[src/rtl/spike_out_collector.sv]
`default_nettype none
// ============================================================================
//  Module      : spike_out_collector
//  Description : Drains spike indices from a show-ahead output FIFO, builds a
//                per-timestep spike bitmap plus saturating per-neuron spike
//                counts, and presents each timestep's bitmap through a
//                valid/ready handshake.
//  Revision    : 1.0 - initial release
// ============================================================================
module spike_out_collector #(
  parameter int N  = 8,
  parameter int B  = 8,
  parameter int CW = 8,
  parameter int SW = 16,
  localparam int IW = (N > 1) ? $clog2(N) : 1
) (
  input  logic          clk_i,
  input  logic          rst_i,
  input  logic          en_i,
  input  logic          fifo_empty_i,
  input  logic [B-1:0]  fifo_r_data_i,
  output logic          fifo_rd_o,
  input  logic          step_done_i,
  input  logic          clear_i,
  input  logic [IW-1:0] rd_idx_i,
  output logic [CW-1:0] rd_count_o,
  output logic          frame_valid_o,
  output logic [N-1:0]  frame_bitmap_o,
  input  logic          frame_ready_i,
  output logic [SW-1:0] step_cnt_o,
  output logic [7:0]    drop_cnt_o,
  output logic          busy_o
);

  typedef enum logic [1:0] {
    S_RUN     = 2'd0,
    S_FLUSH   = 2'd1,
    S_PRESENT = 2'd2
  } state_t;

  state_t          r_state;
  state_t          w_state_nxt;
  logic            r_pending;
  logic            w_pending_nxt;
  logic [N-1:0]    r_bitmap;
  logic [N-1:0]    r_frame_bitmap;
  logic [CW-1:0]   r_count [N];
  logic [7:0]      r_drop_cnt;
  logic [SW-1:0]   r_step_cnt;

  logic            w_pop;
  logic            w_in_range;
  logic [IW-1:0]   w_idx;
  logic            w_enter_present;
  logic            w_handshake;

  // Pop strobe: masked asynchronously by reset, never issued while presenting
  assign w_pop = !rst_i && (r_state != S_PRESENT) && en_i && !fifo_empty_i;
  assign w_in_range = (int'(fifo_r_data_i) < N);
  assign w_idx = fifo_r_data_i[IW-1:0];
  // FLUSH completes on an edge where the FIFO is empty (so no pop happens)
  assign w_enter_present = (r_state == S_FLUSH) && fifo_empty_i;
  assign w_handshake = (r_state == S_PRESENT) && frame_ready_i;

  // State register
  always_ff @(posedge clk_i or posedge rst_i) begin
    if (rst_i) begin
      r_state   <= S_RUN;
      r_pending <= 1'b0;
    end else begin
      r_state   <= w_state_nxt;
      r_pending <= w_pending_nxt;
    end
  end

  // Next-state and pending-step logic; extra step pulses merge into one flag
  always_comb begin
    w_state_nxt   = r_state;
    w_pending_nxt = r_pending;
    case (r_state)
      S_RUN: begin
        if (step_done_i) w_state_nxt = S_FLUSH;
      end
      S_FLUSH: begin
        if (step_done_i) w_pending_nxt = 1'b1;
        if (fifo_empty_i) w_state_nxt = S_PRESENT;
      end
      S_PRESENT: begin
        if (step_done_i) w_pending_nxt = 1'b1;
        if (frame_ready_i) begin
          w_state_nxt   = (r_pending || step_done_i) ? S_FLUSH : S_RUN;
          w_pending_nxt = 1'b0;
        end
      end
      default: begin
        w_state_nxt   = S_RUN;
        w_pending_nxt = 1'b0;
      end
    endcase
  end

  // Working bitmap: set on in-range pops, cleared once the frame is accepted
  always_ff @(posedge clk_i or posedge rst_i) begin
    if (rst_i) begin
      r_bitmap <= '0;
    end else if (w_handshake) begin
      r_bitmap <= '0;
    end else if (w_pop && w_in_range) begin
      r_bitmap[w_idx] <= 1'b1;
    end
  end

  // Presented frame is snapshotted when FLUSH finishes and held afterwards
  always_ff @(posedge clk_i or posedge rst_i) begin
    if (rst_i) begin
      r_frame_bitmap <= '0;
    end else if (w_enter_present) begin
      r_frame_bitmap <= r_bitmap;
    end
  end

  // Saturating per-neuron counters; clear wins over a same-cycle increment
  always_ff @(posedge clk_i or posedge rst_i) begin
    if (rst_i) begin
      for (int i = 0; i < N; i++) r_count[i] <= '0;
    end else if (clear_i) begin
      for (int i = 0; i < N; i++) r_count[i] <= '0;
    end else if (w_pop && w_in_range && (r_count[w_idx] != {CW{1'b1}})) begin
      r_count[w_idx] <= r_count[w_idx] + 1'b1;
    end
  end

  // Saturating count of out-of-range indices
  always_ff @(posedge clk_i or posedge rst_i) begin
    if (rst_i) begin
      r_drop_cnt <= '0;
    end else if (clear_i) begin
      r_drop_cnt <= '0;
    end else if (w_pop && !w_in_range && (r_drop_cnt != 8'hFF)) begin
      r_drop_cnt <= r_drop_cnt + 8'd1;
    end
  end

  // Accepted-frame counter, wraps naturally
  always_ff @(posedge clk_i or posedge rst_i) begin
    if (rst_i) begin
      r_step_cnt <= '0;
    end else if (w_handshake) begin
      r_step_cnt <= r_step_cnt + 1'b1;
    end
  end

  assign fifo_rd_o      = w_pop;
  assign frame_valid_o  = (r_state == S_PRESENT);
  assign frame_bitmap_o = r_frame_bitmap;
  assign step_cnt_o     = r_step_cnt;
  assign drop_cnt_o     = r_drop_cnt;
  assign rd_count_o     = (int'(rd_idx_i) < N) ? r_count[rd_idx_i] : '0;
  assign busy_o         = (r_state != S_RUN) || r_pending || (!fifo_empty_i && en_i);

endmodule
`default_nettype wire
[config.mk]
export PLATFORM = sky130hd
export DESIGN_NAME = spike_out_collector
export DESIGN_NICKNAME = d
export VERILOG_FILES = /design/src/rtl/spike_out_collector.sv
export SDC_FILE = /design/constraint.sdc
export NUM_CORES = 1
export LEC_CHECK = 0
export BUFFER_PORTS_ARGS = -buffer_cell sky130_fd_sc_hd__buf_4
export CAP_MARGIN = 15
export CORE_ASPECT_RATIO = 1.1
export CORE_MARGIN = 2
export CORE_UTILIZATION = 59
export CTS_BUF_LIST = sky130_fd_sc_hd__clkbuf_4 sky130_fd_sc_hd__clkbuf_8 sky130_fd_sc_hd__clkbuf_16
export DETAILED_ROUTE_END_ITERATION = 8
export PLACE_DENSITY = 0.87
export SETUP_SLACK_MARGIN = 0.15
export SLEW_MARGIN = 40
export SYNTH_ARGS = -nofsm -noshare
export SYNTH_HDL_FRONTEND = slang
export SYNTH_SLANG_ARGS = --single-unit
[constraint.sdc]
create_clock -name clk_i -period 4.7 [get_ports clk_i]
set_clock_uncertainty 0.05 [all_clocks]
set_input_delay 0.94 -clock clk_i [delete_from_list [all_inputs] [get_ports clk_i]]
set_output_delay 0.94 -clock clk_i [all_outputs]
set_load 0.05 [all_outputs]
==> flow_summary.yaml <==
worst_setup_path:
  endpoint_kind: "register"
  arrival_time_worst_endpoint_ns: 4.02
  setup.worst_path.start_class: "input pin"
  timing.setup.critical_path_class: "in -> reg"
  critical_path.max_fanout: 36
  worstPathRequired_ns: 4.90
die:
  design.core.area_mm2: 0.009794
  y_dimension_of_the_die_um: 109.0
  io-pin-count: 61
  floorplan.initialDensity: 0.6040
  floorplan.rows: 38
  fp.dieArea_mm2: 0.01084
  die_width_um: 99.47
synthesis:
  ys_ff_latch: 107
  synth_nets: 545
  syn-cell-area_mm2: 0.005916
  synth-edff-count: 0
  dominantRegCellSynth: "sky130_fd_sc_hd__dfrtp_1"
  synth_cell_types: 56
  async_reset_ff_frac: 1.000
  synth_seq_area_share: 0.4526
  ys.warnings.count: 0
  synth_area_per_cell_um2: 11.38
  netlist_instances: 520
routing:
  drcViolationCount: 0
  antenna_left: 0
  vias: 4271
  drt-vias-per-instance: 6.172
  routed_wire_length_per_instance_um: 19.23
  drt_pass1_iterations: 5
  detailedRoute.firstIterationViolations: 308
  detail_route.wirelength_um: 13310
placement:
  hpwlAfterDp_um: 9117
  numPortBuffers: 60
  place.gp.congestion: 0.9044
timing:
  achievable-frequency_mhz: 262.1
  period_share: 0.8117
  post_route_setup_tns_ns: 0
  timing.max_slew.rel_slack: 0.4873
  setup_viol: 0
  rsz_0062_raised_after_global_routing: "false"
  report.final.slew_viol_count: 0
  max_slew.worst_pin.slew_ns: 0.7636
  final_hold_viol_count: 0
  fin_crit_ns: 3.815
cts:
  cts_root_buffer: "sky130_fd_sc_hd__clkbuf_8"
  clock_path_buffers: 2
  clock_insertion_delay_worst_skew_ns: 0.39
  cts_repair_resize_count: 0
  clkSlewWorstSetupHoldPaths_ns: 0.11
  cts_htree_levels: 3
  post_cts_buffers: 0
  cts_buffer_count: 9
  clock_tree_from_tritoncts: "done"
  hold_buffers: 0
  clock_sinks: 107
global_routing:
  gr-usage-all-layers: 0.2610
  global_route_wire_length_before_repair_um: 21800
  number_of_antenna_violations_at_the_first_check_in_global_routing: 0
  first_global_vias: 4312
  gr-total-overflow: 0
  largest_net_degree_at_the_start_of_global_routing: 78
layout:
  post-route-util: 0.6745
  synth_to_layout_area_growth_pct: 11.68
  post_route_cells_drive_above_1_share: 0.2517
  num-nets-final: 592
  n_antenna_cell: 0
  num-fill-cells: 718
power:
  powerDensity_mw_per_mm2: 295.1
  static-leakage-power_nw: 3.147
  power.ir.vdd_worst_mv: 0.1430
run_status:
  outcome: "finished, final reports clean"
hold_path:
  hold_class: "reg -> reg"
job:
  max_cap_viol_count: 0
[logic make-up after synthesis]
| logic type | after synthesis | share of synthesized area |
|---|---|---|
| AOI/OAI and AO/OA | 53 | 0.07403 |
| xor gates and xnor gates | 27 | 0.03998 |
| adders and majority gates | 7 | 0.01480 |
| buffers and inverters | 44 | 0.03596 |
| DFF | 107 | 0.4526 |
| muxes | 111 | 0.2458 |
| and+or+nand+nor | 171 | 0.1368 |
[cells in the mapped netlist (all sizes together) (4+ instances only)]
cell type | instances | area [µm²]
clkbuf | 13 | 48.80
o21ai | 12 | 116.4
xnor2 | 20 | 175.2
nor2b | 5 | 31.28
xor2 | 7 | 61.31
o31ai | 6 | 45.04
mux4 | 25 | 563.0
nand3 | 11 | 60.06
nor2 | 89 | 334.1
nand2 | 26 | 97.59
a21oi | 13 | 65.06
mux2 | 24 | 270.3
nand3b | 10 | 78.82
mux2i | 62 | 620.6
nand4 | 8 | 50.05
nand2b | 4 | 25.02
buf | 15 | 103.8
ha | 7 | 87.58
dfrtp | 107 | 2678
inv | 16 | 60.06
[registers in the layout (all words and copies together), names as in the netlist]
signal	flops
r_pending	1
step_cnt_o	16
drop_cnt_o	8
r_bitmap	8
r_state	2
frame_bitmap_o	8
r_count	64
[power breakdown]
part | switching, mW | total, mW | internal [mW]
registers | 0.0369 | 0.989 | 0.952
logic | 0.244 | 0.369 | 0.125
clock network | 0.327 | 0.591 | 0.264
[worst paths after layout]
kind / start / endpoint / slack, ns / cells past startpoint
setup / recovery: fifo_r_data_i[0] / r_count[30] / 0.89 / 14
setup reg to reg: r_state[0] / r_count[30] / 1.35 / 10
min in group asynchronous: rst_i / r_pending / 0.62 / 2
max in group asynchronous: rst_i / r_bitmap[7] / 3.09 / 3
hold / removal: step_cnt_o[15] / step_cnt_o[15] / 0.43 / 1
hold reg to reg: step_cnt_o[15] / step_cnt_o[15] / 0.43 / 1
[per-stage QoR]
step	std cells	hold slack [ns]	setup slack (ns)	total power, mW	area [µm²]
2_1_floorplan	520	0.4087	0.8928	1.278	5916
3_3_place_gp	676	0.4124	0.7016	1.362	6396
3_5_place_dp	676	0.4182	0.4529	1.379	6399
4_1_cts	692	0.4327	0.8779	1.961	6606
5_1_grt	692	0.4671	0.7595	2.040	6606
6_report	692	0.4272	0.8851	1.949	6606
[final cells by class]
| class | instances | area, µm² | area share |
|---|---|---|---|
| clock buffers | 10 | 137.6 | 0.02083 |
| multi-input cells | 369 | 3025 | 0.4580 |
| inverters | 16 | 65.06 | 0.009848 |
| well taps | 120 | 150.1 | 0.02273 |
| repair buffers | 64 | 480.5 | 0.07273 |
| flip-flops and latches | 107 | 2678 | 0.4053 |
| clock inverters | 6 | 70.07 | 0.01061 |
[critical path: stages]
cell and delay, ns:
sky130_fd_sc_hd__buf_4 0.38, sky130_fd_sc_hd__mux4_2 0.56, sky130_fd_sc_hd__nand2_1 0.10, sky130_fd_sc_hd__a21boi_1 0.17, sky130_fd_sc_hd__buf_4 0.18, sky130_fd_sc_hd__inv_1 0.06
sky130_fd_sc_hd__ha_1 0.19, sky130_fd_sc_hd__inv_1 0.10, sky130_fd_sc_hd__nor3_1 0.09, sky130_fd_sc_hd__nor2b_1 0.22, sky130_fd_sc_hd__a21boi_1 0.45, sky130_fd_sc_hd__buf_4 0.23
sky130_fd_sc_hd__mux2i_1 0.24, sky130_fd_sc_hd__nor2_1 0.07
[layout by cell type, fill, tap and decap left out, types with 13 or more instances in the layout]
cell and count:
sky130_fd_sc_hd__mux4_2 25, sky130_fd_sc_hd__nor2_1 89, sky130_fd_sc_hd__a21oi_1 13, sky130_fd_sc_hd__nand2_1 26, sky130_fd_sc_hd__mux2i_1 62, sky130_fd_sc_hd__dfrtp_1 107
sky130_fd_sc_hd__inv_1 15, sky130_fd_sc_hd__buf_4 64, sky130_fd_sc_hd__xnor2_1 20, sky130_fd_sc_hd__mux2_2 23
[metal layers]
| metal | track usage | wire [µm] | share of wire |
|---|---|---|---|
| met1 | 0.3479 | 5596 | 0.42 |
| met2 | 0.4315 | 6613 | 0.50 |
| met3 | 0.05064 | 750 | 0.056 |
| met4 | 0.09295 | 347 | 0.026 |
| met5 | 0 | 0 | 0 |
No activity file was read; power rests on OpenSTA's default activity.
